### config.mk
export PLATFORM = sky130hd
export DESIGN_NAME = sobol_req_seq_flat
export DESIGN_NICKNAME = d
export VERILOG_FILES = /design/src/rtl/fpga_cfg_pkg.sv /design/src/rtl/sobol_req_seq_if.sv /design/src/rtl/sobol_out_fifo.sv /design/src/rtl/sobol_req_seq.sv /design/src/flat_wrapper.sv
export SDC_FILE = /design/constraint.sdc
export NUM_CORES = 1
export LEC_CHECK = 0
export ABC_CLOCK_PERIOD_IN_PS = 15000
export CAP_MARGIN = 25
export CORE_UTILIZATION = 65
export DETAILED_ROUTE_END_ITERATION = 6
export DONT_BUFFER_PORTS = 1
export PLACE_DENSITY = 0.81
export SLEW_MARGIN = 10
export SYNTH_ARGS = -nofsm -noshare
export SYNTH_HDL_FRONTEND = slang
export SYNTH_SLANG_ARGS = --single-unit
### constraint.sdc
create_clock -name clk -period 15 [get_ports clk]
set_input_delay 3 -clock clk [delete_from_list [all_inputs] [get_ports clk]]
set_output_delay 3 -clock clk [all_outputs]
set_load 0.02 [all_outputs]
### src/rtl/fpga_cfg_pkg.sv
// Shared configuration for the Sobol front end: datapath width, the tag that
// travels with every generator request, and the sequencer state encoding.
package fpga_cfg_pkg;

  localparam int unsigned FP_WIDTH    = 32;
  // Tag dimension field is sized for up to 256 time steps; sequencers truncate.
  localparam int unsigned SOBOL_DIM_W = 8;

  typedef struct packed {
    logic [FP_WIDTH-1:0]    idx;
    logic [SOBOL_DIM_W-1:0] dim;
    logic                   last;
  } sobol_tag_t;

  typedef enum logic [1:0] {
    StIdle,
    StRun,
    StDrain,
    StDone
  } sobol_seq_state_e;

endpackage

### src/rtl/sobol_req_seq_if.sv
// Generator request/response and downstream sample stream of the sequencer.
interface sobol_req_seq_if #(
  parameter int unsigned WIDTH = 32,
  parameter int unsigned DIM_W = 6
);
  logic             req_valid;
  logic [WIDTH-1:0] req_idx;
  logic [DIM_W-1:0] req_dim;
  logic             rsp_valid;
  logic [WIDTH-1:0] rsp_data;
  logic             out_valid;
  logic             out_ready;
  logic [WIDTH-1:0] out_data;
  logic [WIDTH-1:0] out_idx;
  logic [DIM_W-1:0] out_dim;
  logic             out_last;

  // Sequencer side.
  modport master (
    output req_valid, req_idx, req_dim,
    input  rsp_valid, rsp_data,
    output out_valid, out_data, out_idx, out_dim, out_last,
    input  out_ready
  );

  // Generator model and downstream consumer side.
  modport slave (
    input  req_valid, req_idx, req_dim,
    output rsp_valid, rsp_data,
    input  out_valid, out_data, out_idx, out_dim, out_last,
    output out_ready
  );
endinterface

### src/rtl/sobol_out_fifo.sv
// Show-ahead synchronous FIFO with occupancy count. Depth must be a power of two.
module sobol_out_fifo #(
  parameter int unsigned Width = 8,
  parameter int unsigned Depth = 4
) (
  input  logic                       clk,
  input  logic                       rst_n,
  input  logic                       push_i,
  input  logic [Width-1:0]           wdata_i,
  input  logic                       pop_i,
  output logic [Width-1:0]           rdata_o,
  output logic                       empty_o,
  output logic [$clog2(Depth+1)-1:0] count_o
);
  localparam int unsigned PtrW = $clog2(Depth);
  localparam int unsigned CntW = $clog2(Depth + 1);

  logic [Width-1:0] mem_q [Depth];
  logic [PtrW-1:0]  wr_ptr_q, wr_ptr_d, rd_ptr_q, rd_ptr_d;
  logic [CntW-1:0]  cnt_q, cnt_d;
  logic             push_en, pop_en;

  // Pointer/count update; a push into a full FIFO is accepted only alongside a pop.
  always_comb begin
    pop_en   = pop_i && (cnt_q != '0);
    push_en  = push_i && ((cnt_q != CntW'(Depth)) || pop_en);
    wr_ptr_d = wr_ptr_q + PtrW'(push_en);
    rd_ptr_d = rd_ptr_q + PtrW'(pop_en);
    cnt_d    = cnt_q + CntW'(push_en) - CntW'(pop_en);
  end

  // Storage; contents are don't-care while empty so no reset is needed.
  always_ff @(posedge clk) begin
    if (push_en) mem_q[wr_ptr_q] <= wdata_i;
  end

  // Pointer and count registers.
  always_ff @(posedge clk or negedge rst_n) begin
    if (!rst_n) begin
      wr_ptr_q <= '0;
      rd_ptr_q <= '0;
      cnt_q    <= '0;
    end else begin
      wr_ptr_q <= wr_ptr_d;
      rd_ptr_q <= rd_ptr_d;
      cnt_q    <= cnt_d;
    end
  end

  assign rdata_o = mem_q[rd_ptr_q];
  assign empty_o = (cnt_q == '0);
  assign count_o = cnt_q;

endmodule

### src/rtl/sobol_req_seq.sv
// Sobol request sequencer: sweeps (idx, dim) path-major into the point generator,
// tags the fixed-latency responses and streams them out through a credit-guarded FIFO.
// Optional build macro SOBOL_SEQ_DIGITAL_SHIFT_EN: XOR samples with the start-time mask.
module sobol_req_seq
  import fpga_cfg_pkg::*;
#(
  parameter int unsigned WIDTH      = FP_WIDTH,
  parameter int unsigned M          = 50,
  parameter int unsigned N_PATHS    = 1024,
  parameter int unsigned IDX_BASE   = 1,
  parameter int unsigned GEN_LAT    = 1,
  parameter int unsigned FIFO_DEPTH = 4
) (
  input  logic             clk,
  input  logic             rst_n,
  input  logic             start_i,
  input  logic [WIDTH-1:0] shift_mask_i,
  output logic             busy_o,
  output logic             done_o,
  output logic             err_o,
  sobol_req_seq_if.master  bus
);
  localparam int unsigned DIM_W = $clog2(M);
  localparam int unsigned CNT_W = $clog2(FIFO_DEPTH + 1);
  localparam int unsigned OCC_W = CNT_W + 1;
  localparam int unsigned TOTAL = N_PATHS * M;
  localparam int unsigned TOT_W = $clog2(TOTAL + 1);
  localparam int unsigned FW    = $bits(sobol_tag_t) + WIDTH;

  sobol_seq_state_e state_q, state_d;
  logic [WIDTH-1:0] idx_q, idx_d;
  logic [DIM_W-1:0] dim_q, dim_d;
  logic [TOT_W-1:0] issue_cnt_q, issue_cnt_d;
  logic [CNT_W-1:0] inflight_q, inflight_d;
  logic             req_valid_q, req_valid_d, req_last_q, req_last_d;
  logic [WIDTH-1:0] req_idx_q, req_idx_d;
  logic [DIM_W-1:0] req_dim_q, req_dim_d;
  logic             err_q, err_d;

  logic [GEN_LAT-1:0] pipe_vld_q;
  sobol_tag_t         pipe_tag_q [GEN_LAT];
  sobol_tag_t         req_tag, out_tag;
  logic               head_v, push, pop;
  logic [FW-1:0]      fifo_wdata, fifo_rdata;
  logic               fifo_empty;
  logic [CNT_W-1:0]   fifo_cnt;
  logic [OCC_W-1:0]   occ;
  logic [WIDTH-1:0]   sample;

  assign head_v = pipe_vld_q[GEN_LAT-1];
  assign push   = bus.rsp_valid && head_v;
  assign pop    = !fifo_empty && bus.out_ready;
  // Slots already committed next cycle: queued samples plus requests not yet answered.
  assign occ    = OCC_W'(fifo_cnt) + OCC_W'(inflight_q) - OCC_W'(pop);

  // Tag for the request currently on the generator interface.
  always_comb begin
    req_tag      = '0;
    req_tag.idx  = FP_WIDTH'(req_idx_q);
    req_tag.dim  = SOBOL_DIM_W'(req_dim_q);
    req_tag.last = req_last_q;
  end

  // Sequencer FSM, request issue and in-flight accounting.
  always_comb begin
    state_d     = state_q;
    idx_d       = idx_q;
    dim_d       = dim_q;
    issue_cnt_d = issue_cnt_q;
    req_valid_d = 1'b0;
    req_idx_d   = '0;
    req_dim_d   = '0;
    req_last_d  = 1'b0;
    err_d       = err_q | (bus.rsp_valid & ~head_v);
    unique case (state_q)
      StIdle: begin
        if (start_i) begin
          state_d     = StRun;
          idx_d       = WIDTH'(IDX_BASE);
          dim_d       = '0;
          issue_cnt_d = '0;
        end
      end
      StRun: begin
        if ((issue_cnt_q != TOT_W'(TOTAL)) && (occ < OCC_W'(FIFO_DEPTH))) begin
          req_valid_d = 1'b1;
          req_idx_d   = idx_q;
          req_dim_d   = dim_q;
          req_last_d  = (issue_cnt_q == TOT_W'(TOTAL - 1));
          issue_cnt_d = issue_cnt_q + TOT_W'(1);
          if (dim_q == DIM_W'(M - 1)) begin
            dim_d = '0;
            idx_d = idx_q + WIDTH'(1);
          end else begin
            dim_d = dim_q + DIM_W'(1);
          end
        end
        if (req_valid_q && req_last_q) state_d = StDrain;
      end
      StDrain: begin
        // Leave once the final queued beat is transferring and nothing is in flight.
        if ((inflight_q == '0) && (fifo_empty || ((fifo_cnt == CNT_W'(1)) && pop))) begin
          state_d = StDone;
        end
      end
      StDone:  state_d = StIdle;
      default: state_d = StIdle;
    endcase
    inflight_d = inflight_q + CNT_W'(req_valid_d) - CNT_W'(head_v);
  end

  // Sequencer state registers.
  always_ff @(posedge clk or negedge rst_n) begin
    if (!rst_n) begin
      state_q     <= StIdle;
      idx_q       <= '0;
      dim_q       <= '0;
      issue_cnt_q <= '0;
      inflight_q  <= '0;
      req_valid_q <= 1'b0;
      req_idx_q   <= '0;
      req_dim_q   <= '0;
      req_last_q  <= 1'b0;
      err_q       <= 1'b0;
    end else begin
      state_q     <= state_d;
      idx_q       <= idx_d;
      dim_q       <= dim_d;
      issue_cnt_q <= issue_cnt_d;
      inflight_q  <= inflight_d;
      req_valid_q <= req_valid_d;
      req_idx_q   <= req_idx_d;
      req_dim_q   <= req_dim_d;
      req_last_q  <= req_last_d;
      err_q       <= err_d;
    end
  end

  // Tag pipe: head lines up with the generator's valid_out GEN_LAT cycles after issue.
  always_ff @(posedge clk or negedge rst_n) begin
    if (!rst_n) begin
      pipe_vld_q <= '0;
      for (int i = 0; i < GEN_LAT; i++) pipe_tag_q[i] <= '0;
    end else begin
      pipe_vld_q[0] <= req_valid_q;
      pipe_tag_q[0] <= req_tag;
      for (int i = 1; i < GEN_LAT; i++) begin
        pipe_vld_q[i] <= pipe_vld_q[i-1];
        pipe_tag_q[i] <= pipe_tag_q[i-1];
      end
    end
  end

  assign fifo_wdata = {pipe_tag_q[GEN_LAT-1], bus.rsp_data};

  sobol_out_fifo #(
    .Width (FW),
    .Depth (FIFO_DEPTH)
  ) u_fifo (
    .clk     (clk),
    .rst_n   (rst_n),
    .push_i  (push),
    .wdata_i (fifo_wdata),
    .pop_i   (pop),
    .rdata_o (fifo_rdata),
    .empty_o (fifo_empty),
    .count_o (fifo_cnt)
  );

  assign out_tag = sobol_tag_t'(fifo_rdata[FW-1:WIDTH]);

`ifdef SOBOL_SEQ_DIGITAL_SHIFT_EN
  logic [WIDTH-1:0] shift_mask_q;

  // Mask is frozen for the whole run at the accepted start.
  always_ff @(posedge clk or negedge rst_n) begin
    if (!rst_n) begin
      shift_mask_q <= '0;
    end else if ((state_q == StIdle) && start_i) begin
      shift_mask_q <= shift_mask_i;
    end
  end

  assign sample = fifo_rdata[WIDTH-1:0] ^ shift_mask_q;
`else
  logic unused_shift_mask;
  assign unused_shift_mask = ^shift_mask_i;
  assign sample            = fifo_rdata[WIDTH-1:0];
`endif

  assign bus.req_valid = req_valid_q;
  assign bus.req_idx   = req_idx_q;
  assign bus.req_dim   = req_dim_q;
  // Stream fields are forced to zero while nothing is queued.
  assign bus.out_valid = !fifo_empty;
  assign bus.out_data  = fifo_empty ? '0 : sample;
  assign bus.out_idx   = fifo_empty ? '0 : WIDTH'(out_tag.idx);
  assign bus.out_dim   = fifo_empty ? '0 : DIM_W'(out_tag.dim);
  assign bus.out_last  = !fifo_empty && out_tag.last;

  assign busy_o = (state_q == StRun) || (state_q == StDrain);
  assign done_o = (state_q == StDone);
  assign err_o  = err_q;

endmodule

### src/flat_wrapper.sv
// flat-port wrapper written by rule: the top's interface ports become plain ports
module sobol_req_seq_flat import fpga_cfg_pkg::*;
#(
  parameter int unsigned WIDTH      = FP_WIDTH,
  parameter int unsigned M          = 50,
  parameter int unsigned N_PATHS    = 1024,
  parameter int unsigned IDX_BASE   = 1,
  parameter int unsigned GEN_LAT    = 1,
  parameter int unsigned FIFO_DEPTH = 4
)
  (clk, rst_n, start_i, shift_mask_i, busy_o, done_o, err_o, bus_req_valid, bus_req_idx, bus_req_dim, bus_rsp_valid, bus_rsp_data, bus_out_valid, bus_out_data, bus_out_idx, bus_out_dim, bus_out_last, bus_out_ready);
  sobol_req_seq_if #(.WIDTH(WIDTH)) bus_i ();
  input  logic clk;
  input  logic rst_n;
  input  logic start_i;
  input  logic [WIDTH-1:0] shift_mask_i;
  output logic busy_o;
  output logic done_o;
  output logic err_o;
  output wire logic [$bits(bus_i.req_valid)-1:0] bus_req_valid;
  output wire logic [$bits(bus_i.req_idx)-1:0] bus_req_idx;
  output wire logic [$bits(bus_i.req_dim)-1:0] bus_req_dim;
  input wire logic [$bits(bus_i.rsp_valid)-1:0] bus_rsp_valid;
  input wire logic [$bits(bus_i.rsp_data)-1:0] bus_rsp_data;
  output wire logic [$bits(bus_i.out_valid)-1:0] bus_out_valid;
  output wire logic [$bits(bus_i.out_data)-1:0] bus_out_data;
  output wire logic [$bits(bus_i.out_idx)-1:0] bus_out_idx;
  output wire logic [$bits(bus_i.out_dim)-1:0] bus_out_dim;
  output wire logic [$bits(bus_i.out_last)-1:0] bus_out_last;
  input wire logic [$bits(bus_i.out_ready)-1:0] bus_out_ready;
  assign bus_req_valid = bus_i.req_valid;
  assign bus_req_idx = bus_i.req_idx;
  assign bus_req_dim = bus_i.req_dim;
  assign bus_i.rsp_valid = bus_rsp_valid;
  assign bus_i.rsp_data = bus_rsp_data;
  assign bus_out_valid = bus_i.out_valid;
  assign bus_out_data = bus_i.out_data;
  assign bus_out_idx = bus_i.out_idx;
  assign bus_out_dim = bus_i.out_dim;
  assign bus_out_last = bus_i.out_last;
  assign bus_i.out_ready = bus_out_ready;
  sobol_req_seq #(.WIDTH(WIDTH), .M(M), .N_PATHS(N_PATHS), .IDX_BASE(IDX_BASE), .GEN_LAT(GEN_LAT), .FIFO_DEPTH(FIFO_DEPTH)) u_core (.clk(clk), .rst_n(rst_n), .start_i(start_i), .shift_mask_i(shift_mask_i), .busy_o(busy_o), .done_o(done_o), .err_o(err_o), .bus(bus_i));
endmodule
==> flow_summary.ini <==
[timing]
layout_min_cycle_time_ps = 6040
rsz0062_at_grt = no
max_freq_mhz = 166
max_slew_margin_pct = 32.7
clock_skew_ps = 11.3
setup_violations = 0
drv_slew = 0
min_period_over_period_pct = 40.3
fin_setup_tns_ps = 0
final_hold_viol_count = 0
tightest_slew_ps = 1010

[placement]
dpl_cell_area_mm2 = 0.0176
io_buffers = 0
dp_hpwl_um = 19300
place_congestion = 0.871

[global_route]
grt.busiest_layer = met2
antenna_found_initial = 0
grt_max_degree = 148
grt_pass1_wl_um = 50700
use_met3_pct = 4.97
gr-total-overflow = 0
grtUsageMet1_pct = 32.6
grt_use_total_pct = 25.0
grt_util_met2_pct = 42.3
grt_pass1_vias = 9152

[yosys]
synth_nets = 1124
yosys-top-cells-count = edfxtp_1 (284), dfrtp_1 (147), and2_1 (109)
ys_ff_latch = 431
synth_async_sr_flop_share_pct = 34.1
synthDistinctLibCells = 72
yosysTopAreaCell = edfxtp_1
yosys_warnings = 0
yosysMostFrequentCell = edfxtp_1
syn_area_mm2 = 0.0172
synth-edff-count = 284
ys_top_cells_by_area = edfxtp_1 (50%), dfrtp_1 (21%), mux4_2 (9.3%)
synthFlopType = edfxtp_1
syn_area_per_cell_um2 = 16.7
syn_inst = 1033
yosysSeqAreaShare_pct = 70.9
synth_top_area_share_pct = 49.6

[critical_path]
worstSetupPathType = flop to primary output
critPathCaptureType = primary output
crit_path_max_fanout = 39
r2r-start = u_core.u_fifo.count_o[1]
required_ps = 12000
arrival_ps = 3040
rr_worst_depth = 12
rrSetupSlack_ps = 10850
reg2reg_to = u_core.issue_cnt_q[13]
cp-start-kind = flop

[clocking]
htree_levels = 2
postCtsHoldBufs = 0
cts_sinks = 431
clk_path_buf_depth = 3
post_cts_resized = 0
postCtsSetupRepairBufs = 0
cts_made_buffers = 42
cts_root_buf = clkbuf_16
clk_latency_ps = 530
cts_tree = done
clk_pin_slew_worst_paths_ps = 60

[hold_path]
hold_start = u_core.idx_q[16]
min_to = u_core.idx_q[16]
hold_path.class = flop to flop
min_delay_path_depth = 1

[route]
via_count = 9025
drc = 0
drt_wl_total_um = 33000
drt-initial-drc-count = 902
via_per_inst = 6.38
firstDrtPassIters = 5
antenna_left = 0
detail_route.wl_per_cell_um = 23.3

[floorplanning]
core_mm2 = 0.0260
io_pins = 183
start_util_pct = 66.2
num_rows = 59
die-height_um = 165
die_w_um = 165
die-area_mm2 = 0.0271

[power_and_ir_drop]
power.total_mw = 3.78
vdd_ir_drop_max_uv = 214
p_leak_nw = 6.93
power_density_mw_per_mm2 = 199

[cells_and_area]
synthToLayoutAreaGrowth_pct = 10.4
multi_input_area_mm2 = 0.00471
fin_area_mm2 = 0.0190
regArea_mm2 = 0.0122
drive_above_1_share_pct = 16.9
layout.nets = 1135
nFillCells = 1535

[flow_run]
drv_cap = 0

[status]
status = completed
## where the power goes
group	total, mW	internal, mW	switching [mW]
Sequential	1.53	1.41	0.119
Combinational	1.22	0.401	0.815
Clock	1.04	0.610	0.428
Total	3.78	2.42	1.36
## sequential cells by signal, summed over array words and instances, names as in the netlist
signal and count:
u_core.u_fifo.mem_q 284, u_core.fifo_wdata 39, u_core.bus.req_idx 32, u_core.idx_q 32
u_core.issue_cnt_q 16, u_core.bus.req_dim 6, u_core.dim_q 6, u_core.inflight_q 3
u_core.u_fifo.count_o 3, u_core.state_q 2, u_core.u_fifo.rd_ptr_q 2, u_core.u_fifo.wr_ptr_q 2
u_core.bus.req_valid 1, u_core.err_o 1, u_core.head_v 1, u_core.req_last_q 1
## cell usage in the layout (no fill, tap or decap), drive strengths merged, types with 4 or more instances in the layout
cell type    n
and3        13
ha          20
edfxtp     284
nand2       39
nand3       28
clkbuf      60
xnor2        4
a31oi       28
a21oi        9
clkinv      15
nand4       12
nor3        20
inv         34
mux4        71
buf         13
and2       109
o41ai        5
o21ai       21
nor2        18
dfrtp      147
or3          6
or4          4
o31ai       30
a21o         5
o211ai       6
nand2b      10
nor4         9
## final cells by class
type	instances	area share, %
Clock buffer	60	6.47
Antenna cell	1	0.0132
Timing Repair Buffer	13	0.619
Sequential cell	431	64.3
Inverter	34	0.672
Multi-Input combinational cell	522	24.8
Tap cell	335	2.21
Clock inverter	18	0.941
## cell families after synthesis
| kind of cell | synth area share (%) |
|---|---|
| mux | 9.42 |
| compound gates | 6.03 |
| xor+xnor | 0.356 |
| flops | 70.9 |
| simple gates | 9.71 |
| fa+ha+maj | 1.69 |
| buf+inv | 1.85 |
## routing by layer
layer / vias to the layer above / share of wire, %
li1: 4031 / -
met1: 4625 / 39
met2: 310 / 51
met3: 59 / 6.9
met4: 0 / 2.6
met5: - / 0
## worst max-delay path, stage by stage (launching register included)
cell	delay, ps
dfrtp_4	870
buf_4	730
mux4_2	610
and2_1	250
## per-stage QoR
| step | util (%) | setup slack [ps] | hold WS, ps | instances |
|---|---|---|---|---|
| final | 73.1 | 8960 | 451 | 1414 |
| after global routing | 73.1 | 8730 | 487 | 1413 |
| after CTS | 73.0 | 8860 | 453 | 1412 |
| after detailed placement | 67.6 | 9140 | 444 | 1334 |
| after global placement | 67.6 | 9130 | 437 | 1333 |
| after floorplan | - | 5970 | 354 | 1033 |
## worst max-delay path by stage
stage | from | end | slack, ps | depth (start not counted)
after floorplan | bus_out_ready | u_core.u_fifo.mem_q[2][0] | 5970 | 3
after global placement | bus_out_ready | u_core.idx_q[0] | 9130 | 10
after detailed placement | bus_out_ready | u_core.inflight_q[2] | 9140 | 12
after CTS | u_core.u_fifo.rd_ptr_q[0] | bus_out_idx[8] | 8860 | 3
after global routing | u_core.u_fifo.rd_ptr_q[0] | bus_out_idx[12] | 8730 | 3
final | u_core.u_fifo.rd_ptr_q[0] | bus_out_data[18] | 8960 | 3
No activity file was read; power rests on OpenSTA's default activity.
